<file path="config.mk">
export PLATFORM = sky130hd
export DESIGN_NAME = ps2_key_decoder
export DESIGN_NICKNAME = d
export VERILOG_FILES = /design/src/rtl/ps2_pkg.sv /design/src/rtl/ps2_frame_rx.sv /design/src/rtl/ps2_key_decoder.sv
export SDC_FILE = /design/constraint.sdc
export NUM_CORES = 1
export LEC_CHECK = 0
export CAP_MARGIN = 40
export CORE_MARGIN = 2
export CORE_UTILIZATION = 44
export CTS_CLUSTER_SIZE = 24
export DETAILED_ROUTE_END_ITERATION = 10
export DONT_BUFFER_PORTS = 1
export RECOVER_POWER = 50
export SLEW_MARGIN = 20
export SYNTH_ARGS = -nofsm -noshare
export SYNTH_HDL_FRONTEND = slang
export SYNTH_SLANG_ARGS = --single-unit
</file>
<file path="constraint.sdc">
create_clock -name clk -period 2.93 [get_ports clk]
set_input_delay 0.293 -clock clk [delete_from_list [all_inputs] [get_ports clk]]
set_output_delay 0.293 -clock clk [all_outputs]
set_load 0.005 [all_outputs]
</file>
<file path="src/rtl/ps2_pkg.sv">
// ps2_pkg
//   Shared definitions for the PS/2 keyboard receive path:
//   - scan-code constants for the prefixes and the keys the game uses
//   - state enums for the frame receiver and the prefix decoder
//   - odd-parity helper used by the frame receiver
package ps2_pkg;

  // Prefix bytes
  localparam logic [7:0] SC_EXT   = 8'hE0;  // extended-key prefix
  localparam logic [7:0] SC_BRK   = 8'hF0;  // break (release) prefix

  // Game keys (set 2 make codes; arrows share codes with keypad 8/2/4/6)
  localparam logic [7:0] SC_UP    = 8'h75;
  localparam logic [7:0] SC_DOWN  = 8'h72;
  localparam logic [7:0] SC_LEFT  = 8'h6B;
  localparam logic [7:0] SC_RIGHT = 8'h74;
  localparam logic [7:0] SC_SPACE = 8'h29;
  localparam logic [7:0] SC_ENTER = 8'h5A;

  typedef enum logic [1:0] {
    RX_IDLE,
    RX_DATA,
    RX_PARITY,
    RX_STOP
  } rxState_t;

  typedef enum logic [1:0] {
    ST_BASE,
    ST_EXT,
    ST_BRK,
    ST_EXTBRK
  } decState_t;

  // True when the 8 data bits plus the parity bit hold an odd number of ones.
  function automatic logic oddParityOk(input logic [7:0] data, input logic parity);
    return ^{data, parity};
  endfunction

endpackage

</file>
<file path="src/rtl/ps2_frame_rx.sv">
// ps2_frame_rx
//   Deserialises 11-bit PS/2 frames (start, 8 data LSB first, odd parity,
//   stop) from the raw keyboard pins.
//
// Ports
//   clk      in   system clock
//   resetN   in   asynchronous reset, active-high
//   ps2Clk   in   raw PS/2 clock pin (asynchronous)
//   ps2Data  in   raw PS/2 data pin (asynchronous)
//   rxByte   out  received data byte, qualified by rxValid
//   rxValid  out  one-cycle pulse: frame passed parity and stop checks
//   rxError  out  one-cycle pulse: parity/stop failure or mid-frame timeout
//
// rxValid/rxError are combinational in the cycle the synced stop-bit falling
// edge is seen, so the consumer registers them one clock later.
module ps2_frame_rx
  import ps2_pkg::*;
#(
  parameter int TIMEOUT_CYCLES = 50000
) (
  input  logic       clk,
  input  logic       resetN,
  input  logic       ps2Clk,
  input  logic       ps2Data,
  output logic [7:0] rxByte,
  output logic       rxValid,
  output logic       rxError
);

  localparam int CNT_W = $clog2(TIMEOUT_CYCLES + 1);
  localparam logic [CNT_W-1:0] TIMEOUT_LIMIT = CNT_W'(TIMEOUT_CYCLES);

  logic             ps2ClkMeta, ps2ClkSync, ps2ClkPrev;
  logic             ps2DataMeta, ps2DataSync;
  logic             fallEdge;
  logic             timeoutHit;
  logic             frameOk;

  rxState_t         rxState, rxNext;
  logic [7:0]       shiftReg;
  logic [2:0]       bitCnt;
  logic             parityBit;
  logic [CNT_W-1:0] timeoutCnt;

  // Two-flop synchronisers plus one history flop for edge detection.
  // The pins idle high, so the flops reset high to avoid a false edge.
  always_ff @(posedge clk or posedge resetN) begin
    if (resetN) begin
      ps2ClkMeta  <= 1'b1;
      ps2ClkSync  <= 1'b1;
      ps2ClkPrev  <= 1'b1;
      ps2DataMeta <= 1'b1;
      ps2DataSync <= 1'b1;
    end else begin
      // NOTE: non-blocking assignments make each stage take the previous
      // stage's old value, which is what builds a real shift chain.
      ps2ClkMeta  <= ps2Clk;
      ps2ClkSync  <= ps2ClkMeta;
      ps2ClkPrev  <= ps2ClkSync;
      ps2DataMeta <= ps2Data;
      ps2DataSync <= ps2DataMeta;
    end
  end

  assign fallEdge = ps2ClkPrev & ~ps2ClkSync;

  // A falling edge in the same cycle clears the counter, so timeout and a
  // frame completion can never coincide.
  assign timeoutHit = (rxState != RX_IDLE) && !fallEdge && (timeoutCnt == TIMEOUT_LIMIT);

  // State register
  always_ff @(posedge clk or posedge resetN) begin
    if (resetN) rxState <= RX_IDLE;
    else        rxState <= rxNext;
  end

  // Next-state logic
  always_comb begin
    // NOTE: default first so every path assigns rxNext and no latch is inferred.
    rxNext = rxState;
    if (timeoutHit) begin
      rxNext = RX_IDLE;
    end else if (fallEdge) begin
      case (rxState)
        RX_IDLE:   if (!ps2DataSync) rxNext = RX_DATA;  // data 1 is a glitch
        RX_DATA:   if (bitCnt == 3'd7) rxNext = RX_PARITY;
        RX_PARITY: rxNext = RX_STOP;
        RX_STOP:   rxNext = RX_IDLE;
        default:   rxNext = RX_IDLE;
      endcase
    end
  end

  // Output logic
  assign frameOk = oddParityOk(shiftReg, parityBit) && ps2DataSync;

  always_comb begin
    rxValid = 1'b0;
    rxError = timeoutHit;
    if (fallEdge && rxState == RX_STOP) begin
      rxValid = frameOk;
      rxError = !frameOk;
    end
  end

  assign rxByte = shiftReg;

  // Datapath: shift register, bit counter, parity capture and timeout.
  always_ff @(posedge clk or posedge resetN) begin
    if (resetN) begin
      shiftReg   <= '0;
      bitCnt     <= '0;
      parityBit  <= 1'b0;
      timeoutCnt <= '0;
    end else begin
      if (fallEdge || rxState == RX_IDLE || timeoutHit) timeoutCnt <= '0;
      else                                              timeoutCnt <= timeoutCnt + 1'b1;

      if (fallEdge) begin
        case (rxState)
          RX_IDLE:   bitCnt <= '0;
          RX_DATA: begin
            shiftReg <= {ps2DataSync, shiftReg[7:1]};  // LSB arrives first
            bitCnt   <= bitCnt + 3'd1;
          end
          RX_PARITY: parityBit <= ps2DataSync;
          default:   ;
        endcase
      end
    end
  end

endmodule

</file>
<file path="src/rtl/ps2_key_decoder.sv">
// ps2_key_decoder
//   Turns the PS/2 keyboard stream into held-key levels for the game.
//   Frames are received by ps2_frame_rx; this level tracks the E0/F0 prefix
//   state and keeps one level register per game key.
//
// Ports
//   clk             in   system clock
//   resetN          in   asynchronous reset, active-high
//   ps2Clk/ps2Data  in   raw PS/2 pins (asynchronous)
//   leftPressed, rightPressed, upPressed, downPressed  out  direction levels
//   jumpPressed     out  Space held
//   startPressed    out  Enter held
//   keyCode         out  last accepted non-prefix scan code
//   keyBreak        out  that code was a release
//   keyExtended     out  that code was E0-prefixed
//   keyValid        out  one-cycle pulse when keyCode/keyBreak/keyExtended update
//   frameError      out  one-cycle pulse on parity, stop-bit or timeout failure
module ps2_key_decoder
  import ps2_pkg::*;
#(
  parameter int TIMEOUT_CYCLES = 50000
) (
  input  logic       clk,
  input  logic       resetN,
  input  logic       ps2Clk,
  input  logic       ps2Data,
  output logic       leftPressed,
  output logic       rightPressed,
  output logic       upPressed,
  output logic       downPressed,
  output logic       jumpPressed,
  output logic       startPressed,
  output logic [7:0] keyCode,
  output logic       keyBreak,
  output logic       keyExtended,
  output logic       keyValid,
  output logic       frameError
);

  logic [7:0] rxByte;
  logic       rxValid;
  logic       rxError;

  decState_t  decState, decNext;
  logic       keyDone;
  logic       doneBreak;
  logic       doneExt;

  ps2_frame_rx #(
    .TIMEOUT_CYCLES(TIMEOUT_CYCLES)
  ) u_frame_rx (
    .clk     (clk),
    .resetN  (resetN),
    .ps2Clk  (ps2Clk),
    .ps2Data (ps2Data),
    .rxByte  (rxByte),
    .rxValid (rxValid),
    .rxError (rxError)
  );

  // Prefix state register
  always_ff @(posedge clk or posedge resetN) begin
    if (resetN) decState <= ST_BASE;
    else        decState <= decNext;
  end

  // Prefix next-state: one transition per accepted byte; any failed frame
  // drops a half-received prefix sequence.
  always_comb begin
    decNext = decState;
    if (rxError) begin
      decNext = ST_BASE;
    end else if (rxValid) begin
      if (rxByte == SC_EXT) begin
        if (decState == ST_BASE) decNext = ST_EXT;
      end else if (rxByte == SC_BRK) begin
        if (decState == ST_BASE)     decNext = ST_BRK;
        else if (decState == ST_EXT) decNext = ST_EXTBRK;
      end else begin
        decNext = ST_BASE;
      end
    end
  end

  // Prefix outputs: a completed key and the attributes it carries.
  always_comb begin
    keyDone   = rxValid && (rxByte != SC_EXT) && (rxByte != SC_BRK);
    doneBreak = (decState == ST_BRK) || (decState == ST_EXTBRK);
    doneExt   = (decState == ST_EXT) || (decState == ST_EXTBRK);
  end

  // Registered key report and held-key levels. The prefix is ignored for the
  // mapping, so arrow keys and keypad 8/2/4/6 drive the same level.
  always_ff @(posedge clk or posedge resetN) begin
    if (resetN) begin
      keyCode      <= '0;
      keyBreak     <= 1'b0;
      keyExtended  <= 1'b0;
      keyValid     <= 1'b0;
      frameError   <= 1'b0;
      leftPressed  <= 1'b0;
      rightPressed <= 1'b0;
      upPressed    <= 1'b0;
      downPressed  <= 1'b0;
      jumpPressed  <= 1'b0;
      startPressed <= 1'b0;
    end else begin
      keyValid   <= keyDone;
      frameError <= rxError;
      if (keyDone) begin
        keyCode     <= rxByte;
        keyBreak    <= doneBreak;
        keyExtended <= doneExt;
        case (rxByte)
          SC_UP:    upPressed    <= !doneBreak;
          SC_DOWN:  downPressed  <= !doneBreak;
          SC_LEFT:  leftPressed  <= !doneBreak;
          SC_RIGHT: rightPressed <= !doneBreak;
          SC_SPACE: jumpPressed  <= !doneBreak;
          SC_ENTER: startPressed <= !doneBreak;
          default:  ;  // unmapped codes only update the key report
        endcase
      end
    end
  end

endmodule

</file>
==> results of run 1 <==
final timing paths:
path                            cells after the start             startpoint  slack (ns)                         to
worst min-delay path                                0  u_frame_rx.ps2ClkMeta        0.36      u_frame_rx.ps2ClkSync
worst max-delay path                                6   u_frame_rx.rxByte[4]        0.24                   keyBreak
max in group asynchronous                           3                 resetN        0.95  u_frame_rx.timeoutCnt[14]
min in group asynchronous                           2                 resetN        0.75                   keyValid
worst min register to register                      0  u_frame_rx.ps2ClkMeta        0.36      u_frame_rx.ps2ClkSync
worst max register to register                      6   u_frame_rx.rxByte[4]        0.24                   keyBreak
layer usage:
| metal | part of all wire | global-route usage | vias to the layer above |
|---|---|---|---|
| met4 | 0.013 | 0.05000 | 0 |
| met2 | 0.43 | 0.2333 | 35 |
| met3 | 0.040 | 0.04066 | 5 |
| li1 | - | - | 857 |
| met5 | 0 | 0 | - |
| met1 | 0.51 | 0.2516 | 849 |
kinds of logic after synthesis:
group,synth area share
mux,0.07437
simple gates,0.1670
flops,0.5168
compound gates,0.08887
buf+inv,0.04443
fa+ha+maj,0.03742
xor+xnor,0.07110
state kept, by name, summed over array words and instances, names as in the netlist, 2 cells and up:
name                   flops
u_frame_rx.bitCnt          3
u_frame_rx.rxState         2
u_frame_rx.timeoutCnt     16
u_frame_rx.rxByte          8
decState                   2
keyCode                    8
per-stage QoR:
step	util	instances	instance area, sq um	setup slack [ns]	power [mW]
floorplan	-	248	2675	0.6635	1.964
global route	0.4838	326	2848	0.08053	2.745
finish	0.4838	326	2848	0.2422	2.542
detailed placement	0.4636	315	2729	0.2549	2.130
CTS	0.4843	326	2850	0.2286	2.567
global placement	0.4636	315	2729	0.3436	2.106
cell usage in the layout, fill, tap and decap left out, types with 2 or more instances in the layout:
cell type      netlist  layout
and3_1               2       2
nand3_1             11      11
nor4_1               4       4
inv_1               17      17
a21o_1               2       2
mux2_2               7       7
o2bb2ai_1            2       2
clkbuf_8             0       6
or3_1                6       6
mux2_4               6       6
a32o_1               2       2
or4_1                3       3
a31oi_1              3       3
o21ai_0             16      16
and2_1               2       2
xor2_1               6       6
dlygate4sd3_1        0       3
nor2_1              20      20
nor2b_1              4       4
nor3_1               4       4
a21oi_1              4       4
mux2i_1              3       3
nand4_1              4       4
a2bb2oi_1            2       2
nand2_1             21      21
o31ai_1              2       2
dfrtp_1             50      50
dfstp_2              5       4
nand3b_1             2       2
ha_1                 8       8
xnor2_1              8       8
power by group through the flow:
stage	combinational (mW)	sequential [mW]	clock, mW
4_1_cts	1.01	1.11	0.445
3_3_place_gp	0.988	1.12	0
3_5_place_dp	1.01	1.12	0
6_report	1.01	1.11	0.427
2_1_floorplan	0.949	1.01	0
5_1_grt	1.12	1.14	0.480
cell type report:
| type | count | area (sq um) | area share |
|---|---|---|---|
| Timing Repair Buffer | 5 | 42.54 | 0.01494 |
| Clock inverter | 1 | 5.005 | 0.001757 |
| Inverter | 17 | 63.81 | 0.02241 |
| Tap cell | 75 | 93.84 | 0.03295 |
| Sequential cell | 55 | 1383 | 0.4855 |
| Clock buffer | 7 | 86.33 | 0.03032 |
| Multi-Input combinational cell | 166 | 1174 | 0.4121 |
==> results by group, run 1 <==
Synthesis
  • Top_reg_cell synth: dfrtp_1
  • Cell count after synthesis: 248
  • Number of unique standard cell types used by synthesis: 45
  • Avg Inst Size Synth: 10.79 sq um
  • Async SR Flop Fraction: 1.000
  • Cells taking the most area after synthesis: dfrtp_1 47%, dfstp_2 4.9%, ha_1 3.7%
  • Warning count from the yosys run: 0
  • Synth cell count leaders: 50 x dfrtp_1, 21 x nand2_1, 20 x nor2_1
  • Post-Synthesis Cell Area: 0.002675 sq mm
  • Sequential-to-total area share from yosys stat: 0.5168
  • Largest area contributor in the netlist: dfrtp_1
  • Post-synthesis sequential element count: 55
  • EDFF count, synth: 0
  • Syn nets: 260
  • Top-area cell type share of the netlist area: 0.4677
  • Library cell with the highest instance count after synthesis: dfrtp_1

Timing
  • Transition time at the pin with the least slew margin: 1.218 ns
  • Setup repair after global routing missed its margin: false
  • Final period utilization: 0.9173
  • Setup tns final: 0 ns
  • Final count of hold timing violations: 0
  • Pins Over Slew Limit: 0
  • Clk_skew: 0.01388 ns
  • Crit path time final: 2.688 ns
  • Total of endpoints with negative setup slack in the final report: 0
  • Maximum clock rate: 372.1 MHz
  • Remaining max-slew budget at the tightest pin: 0.1872
  • Worst hold margin: 0.3639 ns

Clock network
  • Clock edge transition at the registers on the reported setup and hold paths: 0.10 ns
  • Buffers inserted by post-CTS timing repair: 0
  • Clock Tree Root: clkbuf_8
  • Quantity of gates resized following cts: 0
  • CTS tree: done
  • Hold-fix buffers, CTS: 3
  • Insertion delay to the later sink of the worst-skew pair: 0.31 ns
  • Max H-tree Level: 2
  • Number of sinks driven by the clock tree: 55
  • Clock buffers created by TritonCTS: 5
  • Clock tree buffer depth: 2

Cells and area
  • Fill count: 548
  • Share of layout cells above drive strength 1: 0.1275
  • Antenna Diode Count: 0
  • Total Nets Final: 262
  • Layout Area Growth over Synthesis: 6.455%

Floorplanning
  • Die Wd: 81.97 um
  • Number of rows created at floorplan: 28
  • Height of the die: 81.97 um
  • Area of the die: 0.006719 sq mm
  • Starting Density: 0.4545
  • Floorplan core area: 0.005886 sq mm
  • Top-level port count: 22

Worst setup path
  • CP max stage delay: 0.55 ns
  • Worst-path fanout max: 10
  • CP Data Arrival Time: 2.89 ns
  • Critical setup path kind: register to register
  • CP Buf/Inv Count: 0
  • Max stage delay cell, worst path: xnor3_2
  • Launching element type of the critical path: register
  • Required time at the worst-slack endpoint: 3.14 ns
  • Worst Setup End Kind: register
  • Crit-path leading delay family: XOR/XNOR gates
  • Ordered list of cells on the worst path: xor2_1 > xnor3_2 > xnor2_4 > mux2i_1 > a21oi_2 > mux2_2

Flow run
  • Max-cap check violation count: 0

Placed design
  • Gpl congestion: 0.8023
  • HPWL after detailed placement: 3.418 mm
  • Port Buffers: 0

Routing
  • Via count normalized by instance count: 5.356
  • Drt wl/cell: 14.82 um
  • Wirelength, routed: 4.830 mm
  • Post-DRT Antenna Nets: 0
  • TritonRoute pass-1 iters: 5
  • Post-route DRC: 0
  • Number of vias after detailed routing: 1746
  • Starting DRT DRC Count: 117

Pwr
  • Leakage Power: 1.289 nW
  • Switching share of power: 0.3804
  • Internal power: 1.575 mW
  • Power share of the combinational group: 0.396
  • Power dissipated by switching net loads: 0.9670 mW
  • IR Drop Worst-Case VDD: 0.5438 mV
  • Proportion of power drawn by flip-flops and latches: 0.436
  • Power Density: 892.6 mW/mm^2
  • Share of power burned in the clock network: 0.168

GRT
  • Gr usage total: 0.1663
  • Wire length of the first global-routing pass: 8.507 mm
  • Via count of the first global-routing pass: 1697
  • Antenna violations before repair: 0
  • Largest net degree at the start of global routing: 34
  • Aggregate global routing overflow: 0

Outcome
  • Result of the run: completed

Hold path
  • Hold Path Class: register to register
Power figures use the tool's default switching activity.
==> run 2: changes to the inputs <==
- CTS_CLUSTER_SIZE: 24 -> 30
==> results of run 2 <==
No change in the layout: final DEF, timing and power equal those of run 1.
